--- config.mk ---
export PLATFORM = sky130hd
export DESIGN_NAME = seg_scan_display
export DESIGN_NICKNAME = d
export VERILOG_FILES = /design/src/rtl/seg_scan_display.sv
export SDC_FILE = /design/constraint.sdc
export NUM_CORES = 1
export LEC_CHECK = 0
export BUFFER_PORTS_ARGS = -buffer_cell sky130_fd_sc_hd__buf_4
export CORE_MARGIN = 4
export CORE_UTILIZATION = 60
export CTS_CLUSTER_DIAMETER = 150
export CTS_CLUSTER_SIZE = 10
export DETAILED_ROUTE_END_ITERATION = 10
export PLACE_DENSITY = 0.79
export SYNTH_ARGS = -nofsm -noshare
export SYNTH_HDL_FRONTEND = slang
export SYNTH_SLANG_ARGS = --single-unit
--- constraint.sdc ---
create_clock -name clk -period 4.9 [get_ports clk]
set_input_delay 0.49 -clock clk [delete_from_list [all_inputs] [get_ports clk]]
set_output_delay 0.49 -clock clk [all_outputs]
set_load 0.01 [all_outputs]
--- src/rtl/seg_scan_display.sv ---
// Multiplexed 7-segment driver: captures a binary value, converts it to BCD one double-dabble step
// per clock, and scans the digits. Optional macro: BLANK_LEADING_ZEROS_EN (blank leading zeros).
module seg_scan_display #(
  parameter int unsigned NUM_DIGITS = 4,
  parameter int unsigned DATA_W     = 16,
  parameter int unsigned SCAN_DIV   = 50000,
  parameter bit          ACTIVE_LOW = 1'b1
) (
  input  logic                  clk,
  input  logic                  reset,
  input  logic [DATA_W-1:0]     value,
  input  logic                  load,
  output logic                  busy,
  output logic                  overflow,
  output logic [6:0]            seg,
  output logic [NUM_DIGITS-1:0] an
);

  // One spare BCD digit above what is needed so the overflow slice is never empty.
  localparam int unsigned MinBcd    = (DATA_W + 2) / 3;
  localparam int unsigned BcdDigits = ((MinBcd > NUM_DIGITS) ? MinBcd : NUM_DIGITS) + 1;
  localparam int unsigned BcdW      = 4 * BcdDigits;
  localparam int unsigned DispW     = 4 * NUM_DIGITS;
  localparam int unsigned CntW      = $clog2(DATA_W + 1);
  localparam int unsigned PreW      = $clog2(SCAN_DIV);
  localparam int unsigned DigW      = (NUM_DIGITS > 1) ? $clog2(NUM_DIGITS) : 1;

  localparam logic [6:0]            SegDash = 7'b1000000;
  localparam logic [6:0]            SegIdle = ACTIVE_LOW ? 7'h7F : 7'h00;
  localparam logic [NUM_DIGITS-1:0] AnIdle  = ACTIVE_LOW ? {NUM_DIGITS{1'b1}} : '0;

  typedef enum logic [1:0] {StIdle, StConvert, StCommit} state_e;

  state_e                  state_q, state_d;
  logic [DATA_W-1:0]       bin_q, bin_d;
  logic [BcdW-1:0]         bcd_q, bcd_d, bcd_adj;
  logic [CntW-1:0]         cnt_q, cnt_d;
  logic                    busy_q, busy_d;
  logic                    ovf_q, ovf_d;
  logic [DispW-1:0]        disp_q, disp_d;
  logic [PreW-1:0]         pre_q, pre_d;
  logic [DigW-1:0]         dig_q, dig_d;
  logic [6:0]              seg_q, seg_d, seg_raw;
  logic [NUM_DIGITS-1:0]   an_q, an_d, an_raw;
  logic [3:0]              cur_digit;
  logic                    blank;
`ifdef BLANK_LEADING_ZEROS_EN
  logic                    upper_zero;
`endif

  function automatic logic [6:0] seg_decode(input logic [3:0] d);
    logic [6:0] s;
    unique case (d)
      4'd0:    s = 7'h3F;
      4'd1:    s = 7'h06;
      4'd2:    s = 7'h5B;
      4'd3:    s = 7'h4F;
      4'd4:    s = 7'h66;
      4'd5:    s = 7'h6D;
      4'd6:    s = 7'h7D;
      4'd7:    s = 7'h07;
      4'd8:    s = 7'h7F;
      4'd9:    s = 7'h6F;
      default: s = 7'h00;
    endcase
    return s;
  endfunction

  always_comb begin
    bcd_adj = bcd_q;
    for (int i = 0; i < int'(BcdDigits); i++) begin
      if (bcd_q[4*i +: 4] >= 4'd5) bcd_adj[4*i +: 4] = bcd_q[4*i +: 4] + 4'd3;
    end
  end

  always_comb begin
    state_d = state_q;
    bin_d   = bin_q;
    bcd_d   = bcd_q;
    cnt_d   = cnt_q;
    busy_d  = busy_q;
    ovf_d   = ovf_q;
    disp_d  = disp_q;
    unique case (state_q)
      StIdle: begin
        if (load) begin
          state_d = StConvert;
          bin_d   = value;
          bcd_d   = '0;
          cnt_d   = '0;
          busy_d  = 1'b1;
        end
      end
      StConvert: begin
        bcd_d = {bcd_adj[BcdW-2:0], bin_q[DATA_W-1]};
        // The BCD carry-out is always zero; rotating it into the spent binary LSB is harmless.
        bin_d = {bin_q[DATA_W-2:0], bcd_adj[BcdW-1]};
        cnt_d = cnt_q + 1'b1;
        if (cnt_q == CntW'(DATA_W - 1)) state_d = StCommit;
      end
      StCommit: begin
        disp_d  = bcd_q[DispW-1:0];
        ovf_d   = |bcd_q[BcdW-1:DispW];
        busy_d  = 1'b0;
        state_d = StIdle;
      end
      default: state_d = StIdle;
    endcase
  end

  always_comb begin
    if (pre_q == PreW'(SCAN_DIV - 1)) begin
      pre_d = '0;
      dig_d = (dig_q == DigW'(NUM_DIGITS - 1)) ? '0 : dig_q + 1'b1;
    end else begin
      pre_d = pre_q + 1'b1;
      dig_d = dig_q;
    end
  end

  // Outputs are built from next-state values so an, seg and the display update on one edge.
  always_comb begin
    cur_digit = 4'd0;
    an_raw    = '0;
    for (int i = 0; i < int'(NUM_DIGITS); i++) begin
      if (dig_d == DigW'(i)) begin
        cur_digit = disp_d[4*i +: 4];
        an_raw[i] = 1'b1;
      end
    end
    blank = 1'b0;
`ifdef BLANK_LEADING_ZEROS_EN
    upper_zero = 1'b1;
    for (int i = int'(NUM_DIGITS) - 1; i >= 1; i--) begin
      upper_zero = upper_zero & (disp_d[4*i +: 4] == 4'd0);
      if (dig_d == DigW'(i)) blank = upper_zero;
    end
`endif
    if (ovf_d) begin
      seg_raw = SegDash;
    end else if (blank) begin
      seg_raw = 7'h00;
    end else begin
      seg_raw = seg_decode(cur_digit);
    end
    seg_d = ACTIVE_LOW ? ~seg_raw : seg_raw;
    an_d  = ACTIVE_LOW ? ~an_raw : an_raw;
  end

  always_ff @(posedge clk or posedge reset) begin
    if (reset) begin
      state_q <= StIdle;
      bin_q   <= '0;
      bcd_q   <= '0;
      cnt_q   <= '0;
      busy_q  <= 1'b0;
      ovf_q   <= 1'b0;
      disp_q  <= '0;
      pre_q   <= '0;
      dig_q   <= '0;
      seg_q   <= SegIdle;
      an_q    <= AnIdle;
    end else begin
      state_q <= state_d;
      bin_q   <= bin_d;
      bcd_q   <= bcd_d;
      cnt_q   <= cnt_d;
      busy_q  <= busy_d;
      ovf_q   <= ovf_d;
      disp_q  <= disp_d;
      pre_q   <= pre_d;
      dig_q   <= dig_d;
      seg_q   <= seg_d;
      an_q    <= an_d;
    end
  end

  assign busy     = busy_q;
  assign overflow = ovf_q;
  assign seg      = seg_q;
  assign an       = an_q;

endmodule

Word level (Yosys, flattened, before mapping)
Memories as Yosys holds them, arrays and structs flattened.
Index checks and enable logic that the tools add are counted.
{"block": "classes", "shift": 0, "add_sub_neg": 10, "n_lt_le_gt_ge": 7, "div_mod_pow": 0, "n_mux": 32, "n_bitwise": 2, "eq_ne": 10, "n_mul": 0, "reduce_logical": 8}
{"operator": "28-bit case mux with 2 select lines", "count": 1}
{"operator": "16-bit 2-to-1 mux", "count": 3}
{"operator": "4-bit 2-to-1 mux", "count": 11}
{"operator": "16-bit case mux with 2 select lines", "count": 1}
{"operator": "4-bit by 2-bit adder with 4-bit output, second input constant", "count": 7}
{"operator": "4-bit by 3-bit >= comparator with 1-bit output, second input constant", "count": 7}
{"operator": "28-bit 2-to-1 mux", "count": 1}
{"operator": "16-bit by 1-bit adder with 16-bit output, second input constant", "count": 1}
{"operator": "16-bit equality test, second input constant", "count": 1}
{"operator": "12-bit OR reduction", "count": 1}
{"operator": "5-bit case mux with 2 select lines", "count": 1}
{"operator": "2-bit equality test, second input constant", "count": 4}
{"operator": "2-bit 2-to-1 mux", "count": 4}
{"operator": "7-bit 2-to-1 mux", "count": 1}
{"operator": "7-bit NOT", "count": 1}
{"operator": "1-bit 2-to-1 mux", "count": 6}
{"operator": "2-bit AND reduction", "count": 3}
{"operator": "5-bit by 1-bit adder with 5-bit output, second input constant", "count": 1}
{"operator": "5-bit by 4-bit equality test with 1-bit output, second input constant", "count": 1}
{"operator": "5-bit 2-to-1 mux", "count": 1}
{"operator": "2-bit by 1-bit equality test with 1-bit output, second input constant", "count": 2}
{"operator": "2-bit zero test", "count": 2}
{"operator": "2-bit != test, second input constant", "count": 2}
{"operator": "4-bit NOT", "count": 1}
{"operator": "other kinds (4)", "count": 5}
{"block": "word_totals", "romBits": 112, "ff_bits": 98, "latch_bits": 0, "elab_cells": 81, "n_memories": 1, "input_bits": 19, "ram_bits": 0, "output_inout_bits": 13}
{"memory": "(name not given)", "depth": 16, "width": 7, "read_ports": 1, "rd_ports_with_merged_regs": 0, "wr": 0, "line_no": "53", "text": "unique case (d)"}

Longest topological paths before layout
Gate-level depths: netlist of the first run.
An unclocked memory read counts as a cell.
{"block": "logic_depth", "word_depth": 11, "ltp_mapped": 11, "depth_no_buf": 10}

Least setup slack after synthesis of the first run
Ideal clock, no wire load.
{"block": "synth_path", "kind": "register -> register", "startpoint": "reg state_q[1]", "endpoint": "reg seg_q[6], in the netlist seg[6]", "stages_incl_launch_ff": 12, "arrival_ns": 2.612, "setup_ns": 0.101, "path_buffers": 2, "period_less_slack_ns": 2.713, "required_time_ns": 4.799, "slack_ns": 2.187, "path_cell_list": "dfrtp_1 -> nand2b_1 -> buf_6 -> clkbuf_1 -> mux2_2 -> mux4_2 -> mux2i_1 -> inv_1 -> ha_1 -> inv_1 -> mux2_2 -> a211oi_2"}
{"block": "synth_via", "elab_cells_between_ends": 10, "cone_classes": "1 x eq/ne; 7 x mux; 1 x bitwise; 1 x memory"}
{"element": "start: declaration", "line_no": "34", "text": "state_e state_q, state_d;"}
{"element": "start signal: assignment", "line_no": "152", "text": "state_q <= StIdle;"}
{"element": "start signal: assignment", "line_no": "164", "text": "state_q <= state_d;"}
{"element": "2-bit equality test", "line_no": "84", "text": "unique case (state_q)"}
{"element": "16-bit 2-to-1 mux", "line_no": "84"}
{"element": "net disp_d[12]", "line_no": "40", "text": "logic [DispW-1:0] disp_q, disp_d;"}
{"element": "4-bit 2-to-1 mux", "line_no": "126", "text": "if (dig_d == DigW'(i)) begin"}
{"element": "memory 16 x 7 bit"}
{"element": "7-bit 2-to-1 mux", "line_no": "139", "text": "if (ovf_d) begin"}
{"element": "7-bit NOT", "line_no": "146", "text": "seg_d = ACTIVE_LOW ? ~seg_raw : seg_raw;"}
{"element": "net seg_d[6]", "line_no": "43", "text": "logic [6:0] seg_q, seg_d, seg_raw;"}
{"element": "end signal: assignment", "line_no": "161", "text": "seg_q <= SegIdle;"}
{"element": "end signal: assignment", "line_no": "173", "text": "seg_q <= seg_d;"}
{"element": "end: declaration", "line_no": "43"}
The timed path passes the listed nets, and every way through them passes these cells.
A chain may end at the register's enable or synchronous reset.

Worst setup path in the final report of the first run
{"block": "layout_path", "startpoint": "reg state_q[0]", "endpoint": "reg seg_q[1], in the netlist seg[1]"}
The elaborated chain is that of the path after synthesis.

==> flow_summary.ini, run 1 <==
[yosys]
yosys.area.top_type = dfrtp_1
synth-edff-count = 0
ys_seq_area_frac = 0.481
synth.most_common_cell = dfrtp_1
yosysTopAreaCellShare = 0.424
synth-seq-cells = 98
synth_nets = 523
async_flop_share = 1.00
synth.distinct_cells = 47
synth-main-ff-cell = dfrtp_1
avgSynthCellArea_um2 = 10.7
yosys-top-cells-area = dfrtp_1 (42%), ha_1 (6.3%), dfstp_2 (5.6%)
syn_area_um2 = 5130
syn_inst = 478
synth_common_cells = dfrtp_1 (87), nor2_1 (51), o21ai_0 (36)
yosysWarnings = 0

[die]
die_x_um = 100
die_area_um2 = 10100
fp-row-count = 33
core_um2 = 8260
initial_core_util = 0.621
pin_count = 32
die_y_um = 100

[drt]
dr_total_vias = 3598
drtAntennaViolNets = 0
avgRoutedWirePerCell_um = 16.3
drc = 0
avgViaCountPerCell = 5.89
first_iter_violations = 127
firstDrtPassIters = 4
wl_um = 9980

[pwr]
p_per_area_nw_per_um2 = 529
power_leakage_nw = 2.46
vdd_drop_max_v = 0.000334

[grt]
antenna_found_initial = 0
track_usage = 0.215
grt_pass1_wl_um = 17300
grt.overflow.total = 0
grt_max_degree = 72
first_global_vias = 3629

[placement]
io_buffers = 31
gp_congestion = 0.839
place_worst_setup_slack_ns = 1.56
dp_hpwl_um = 6730

[critical_path]
worstPathMaxFanout = 27
critPathLaunch = state_q[0]
r2r_end = seg[1]
endpoint = seg[1]
startpoint_type = flip-flop
required_ns = 5.18
setup.worst_path.end_class = flip-flop
arrival_ns = 3.66
reg2reg_from = state_q[0]
ff2ff_setup_slack_ns = 1.52
r2r_cells = 8
criticalPathCategory = reg2reg

[sta]
hold_viol = 0
period_share = 0.689
finalSetupViolations = 0
period_needed_ns = 3.38
clock_skew_ns = 0.0167
tightest_slew_ns = 1.28
slew_violations = 0
rsz0062_at_grt = no
maxSlewHeadroom = 0.148
worst_slack_ns = 1.52
max_clock_freq_mhz = 296
finalSetupTns_ns = 0

[clock_network]
cts_root_buffer = clkbuf_8
clock-sinks = 98
cts_buffers = 9
cts_tree = built
clock_latency_ns = 0.37
cts_setup_buffers = 0
htree_levels = 3
ctsHoldBuffers = 0
cts_resized = 0
clockBufferDepth = 2
path_clk_slew_ns = 0.10

[cells_and_area]
nFillCells = 605
fin_nets = 546
layout-drive-gt1-share = 0.204
antenna_cells = 0
syn2layout_area_growth_pct = 9.34

[outcome]
status = finished, final reports clean

[hold_path]
min-delay-path-class = in2async

[run]
maxCapViolations = 0
==> state kept, by name, summed over array words and instances (netlist names) <==
register  cells
bcd_q        28
bin_q        16
dig_q         2
cnt_q         5
disp_q       16
state_q       2
overflow      1
an            4
busy          1
seg           7
pre_q        16
==> worst min path at each step <==
| stage | start | end | slack (ns) | depth (start not counted) |
|---|---|---|---|---|
| final | reset | bcd_q[2] | 0.32 | 2 |
| after global placement | pre_q[0] | pre_q[0] | 0.47 | 1 |
| after detailed placement | bin_q[15] | bcd_q[0] | 0.47 | 2 |
| after floorplan | bin_q[15] | bcd_q[0] | 0.45 | 2 |
| after CTS | reset | bin_q[5] | 0.34 | 2 |
| after global routing | reset | bcd_q[2] | 0.36 | 2 |
==> metrics by stage <==
step | area, um^2 | total power, mW | hold WS [ns] | std cells | utilization
finish | 5610 | 2.97 | 0.317 | 611 | 0.679
global route | 5610 | 3.23 | 0.364 | 611 | 0.679
CTS | 5610 | 2.98 | 0.345 | 611 | 0.679
detailed placement | 5410 | 2.44 | 0.474 | 595 | 0.655
global placement | 5410 | 2.37 | 0.472 | 595 | 0.655
floorplan | 5130 | 2.15 | 0.449 | 478 | -
==> per-layer routing <==
metal / GRT usage / share of wire / wire length, um
met2: 0.348 / 0.48 / 4820
met5: 0 / 0 / 0
met1: 0.290 / 0.46 / 4570
met3: 0.0422 / 0.039 / 385
met4: 0.0788 / 0.020 / 198
==> area by class of cell <==
type | count | area, um^2 | area share
flip-flops and latches | 98 | 2470 | 0.440
multi-input cells | 334 | 2460 | 0.439
repair buffers | 34 | 255 | 0.0455
clock buffers | 11 | 141 | 0.0252
well taps | 105 | 131 | 0.0234
inverters | 24 | 91.3 | 0.0163
clock inverters | 5 | 63.8 | 0.0114
==> layout by cell type, fill, tap and decap left out, types with 3 or more instances in the layout <==
cell | Yosys | final
inv_1 | 24 | 23
or3_1 | 3 | 3
a32o_1 | 7 | 7
and3_1 | 3 | 3
nand4_1 | 3 | 3
o31ai_1 | 8 | 8
mux4_2 | 10 | 10
dfstp_2 | 11 | 11
buf_4 | 0 | 34
mux2_2 | 23 | 23
a21oi_1 | 23 | 23
nand2_1 | 19 | 19
nor2b_1 | 3 | 3
o21a_1 | 3 | 3
dfrtp_1 | 87 | 87
clkbuf_8 | 0 | 10
nor3b_1 | 5 | 5
o22ai_1 | 15 | 15
xor2_1 | 9 | 9
o21ai_0 | 36 | 36
mux2_4 | 4 | 4
nand3_1 | 28 | 28
mux2i_1 | 4 | 4
nor2_1 | 51 | 51
xnor2_1 | 13 | 13
nand2b_1 | 12 | 12
nor3_1 | 6 | 6
ha_1 | 26 | 26
==> power by group <==
part / total (mW) / switching, mW / internal [mW] / leakage, nW
sequential: 1.28 / 0.221 / 1.06 / 1.18
combinational: 1.15 / 0.644 / 0.509 / 1.18
clock: 0.540 / 0.286 / 0.254 / 0.100
==> logic make-up after synthesis <==
| family | after synthesis | synth area share |
|---|---|---|
| AO/OA/AOI/OAI | 97 | 0.114 |
| buffers and inverters | 46 | 0.0400 |
| AND/OR/NAND/NOR | 146 | 0.140 |
| flip-flops | 98 | 0.481 |
| adder cells (fa/ha/maj) | 26 | 0.0634 |
| XOR/XNOR | 22 | 0.0376 |
| multiplexers | 43 | 0.124 |
==> critical path, cell delays in order, from the launching register on <==
cell,delay (ns)
dfrtp_1,0.37
nand2b_1,0.97
mux2_2,0.44
mux4_2,0.47
mux2i_1,0.37
ha_1,0.33
inv_1,0.06
a21boi_0,0.07
o21ai_0,0.20
No activity file was read; power rests on OpenSTA's default activity.
==> run 2: changes to the inputs <==
--- a/config.mk
+++ b/config.mk
@@ -7,11 +7,11 @@
 export LEC_CHECK = 0
 export BUFFER_PORTS_ARGS = -buffer_cell sky130_fd_sc_hd__buf_4
 export CORE_MARGIN = 4
-export CORE_UTILIZATION = 60
+export CORE_UTILIZATION = 55
 export CTS_CLUSTER_DIAMETER = 150
 export CTS_CLUSTER_SIZE = 10
 export DETAILED_ROUTE_END_ITERATION = 10
-export PLACE_DENSITY = 0.79
+export PLACE_DENSITY = 0.76
 export SYNTH_ARGS = -nofsm -noshare
 export SYNTH_HDL_FRONTEND = slang
 export SYNTH_SLANG_ARGS = --single-unit
==> constraint.sdc (replaced) <==
create_clock -name clk -period 2.8 [get_ports clk]
set_input_delay 0.28 -clock clk [delete_from_list [all_inputs] [get_ports clk]]
set_output_delay 0.28 -clock clk [all_outputs]
set_load 0.01 [all_outputs]
==> run 2 against run 1 <==
Effect of this change: the flow now finishes with violations (hold timing); cell area up 1.6%; utilization down 3.8 points; routed wire length up 0.87%; clock skew down 0.0046 ns; sequential cell count unchanged; clock power up 57%; sequential power up 75%; sequential share of layout area down 0.69 points; worst setup slack worse by 1.4 ns; maximum frequency up 27%; final cell count up 2.1%; critical endpoint is now seg[4]; largest cell class is now multi-input combinational cells; largest power group unchanged; highest routed layer unchanged.
==> flow_summary.ini, run 2 (synthesis gave the netlist of run 1 again) <==
[die]
die_y_um = 105
initial_core_util = 0.577
die_x_um = 105
die_area_um2 = 10900
pin_count = 32
core_um2 = 8890
fp-row-count = 34

[drt]
wl_um = 10100
m1WireLength_um = 4510
drtAntennaViolNets = 0
dr_wl_met3_um = 274
avgRoutedWirePerCell_um = 16.1
firstDrtPassIters = 4
avgViaCountPerCell = 5.83
top_layer = met4
wl_met2_um = 5190
drc = 0
first_iter_violations = 168
dr_total_vias = 3636

[clock_network]
cts_root_buffer = clkbuf_8
htree_levels = 3
path_clk_slew_ns = 0.10
cts_tree = built
clock-sinks = 98
ctsHoldBuffers = 0
clockBufferDepth = 2
clock_latency_ns = 0.36
cts_buffers = 9

[grt]
antenna_found_initial = 0
track_usage = 0.198
first_global_vias = 3717
grt_pass1_wl_um = 17800
grt_max_degree = 99
grt.overflow.total = 0

[sta]
period_share = 0.946
slew_violations = 0
maxSlewHeadroom = 0.564
max_clock_freq_mhz = 377
clock_skew_ns = 0.0122
whs_ns = -0.00146
hold_viol = 1
tightest_slew_ns = 0.654
finalSetupTns_ns = 0
finalSetupViolations = 0
rsz0062_at_grt = no
period_needed_ns = 2.65

[cells_and_area]
layout-drive-gt1-share = 0.221
fin_nets = 556
nFillCells = 694
final_common_cell = dfrtp_1
largest_reg_flops = 28
layout_common_cells = dfrtp_1 (87), nor2_1 (51), buf_4 (42)
syn2layout_area_growth_pct = 11.1
regMostFlops = bcd_q
fin_util = 0.641
antenna_cells = 0

[hold_path]
min-delay-path-class = in2async

[placement]
dp_hpwl_um = 7110
gp_congestion = 0.791
io_buffers = 31

[critical_path]
max_stage_delay_ns = 0.54
setup.worst_path.end_class = flip-flop
worstPathMaxFanout = 7
path_buf_inv = 0
critPathSlowestCell = mux4_2
arrival_ns = 2.93
cpLargestDelayFamily = multiplexers
startpoint_type = flip-flop
required_ns = 3.08
worstPathCellList = ha_1 > nor2_4 > mux4_2 > mux2_2 > mux2_4 > ha_1 > mux2_4 > a32oi_1
criticalPathCategory = reg2reg

[pwr]
p_per_area_nw_per_um2 = 902
power_leakage_nw = 2.51
finalPower_mw = 5.14
vdd_drop_max_v = 0.000560

[run]
maxCapViolations = 0

[outcome]
status = finished, violations left
violations = hold timing
[run 2: cell count changes in the layout (fill, tap and decap cells not counted), sizes merged]
| cell | previous run | this run |
|---|---|---|
| buf | 34 | 44 |
| bufinv | 1 | 0 |
| clkinv | 3 | 4 |
[run 2: routing by layer]
| layer | global-route usage | vias to the layer above |
|---|---|---|
| li1 | - | 1759 |
| met2 | 0.334 | 56 |
| met3 | 0.0308 | 10 |
| met5 | 0 | - |
| met4 | 0.0619 | 0 |
| met1 | 0.267 | 1811 |
[run 2: path summary, 6_finish.rpt]
kind,start,end,slack [ns],cells after the start
min in group clk,value[6],bin_q[6],0.16,3
max,dig_q[0],seg[4],0.15,8
min reg2reg,pre_q[0],pre_q[0],0.49,1
min,reset,bin_q[6],-0.001,3
max in group asynchronous,reset,seg[2],2.35,3
max reg2reg,dig_q[0],seg[4],0.15,8
[run 2: tightest hold or removal path: stages]
cell and delay, ns:
buf_4 0.12, clkinvlp_4 0.07, buf_12 0.36
[run 2: timing repair]
action	4_1_cts	5_1_grt
endpoints found under the setup margin	2	7
gates resized for setup	1	1
pin swaps	0	1
buffers inserted	0	1
[run 2: stage by stage]
stage / std cells / hold slack [ns] / worst slack, ns / area (um^2)
2_1_floorplan: 478 / 0.428 / 0.0869 / 5130
3_3_place_gp: 607 / 0.472 / 0.0945 / 5500
3_5_place_dp: 607 / 0.477 / 0.00422 / 5500
4_1_cts: 623 / 0.0740 / 0.0936 / 5690
5_1_grt: 624 / 0.0975 / 0.00539 / 5700
6_report: 624 / -0.00146 / 0.150 / 5700
[run 2: where the power goes]
part / internal, mW / switching, mW / total [mW]
Sequential: 1.85 / 0.388 / 2.24
Clock: 0.355 / 0.494 / 0.848
Combinational: 0.917 / 1.14 / 2.06
[run 2: cell type report]
type | instances | area, um^2 | area share
flip-flops and latches | 98 | 2470 | 0.433
clock inverters | 5 | 38.8 | 0.00680
repair buffers | 44 | 355 | 0.0623
inverters | 24 | 93.8 | 0.0165
clock buffers | 11 | 141 | 0.0248
well taps | 108 | 135 | 0.0237
multi-input cells | 334 | 2470 | 0.433
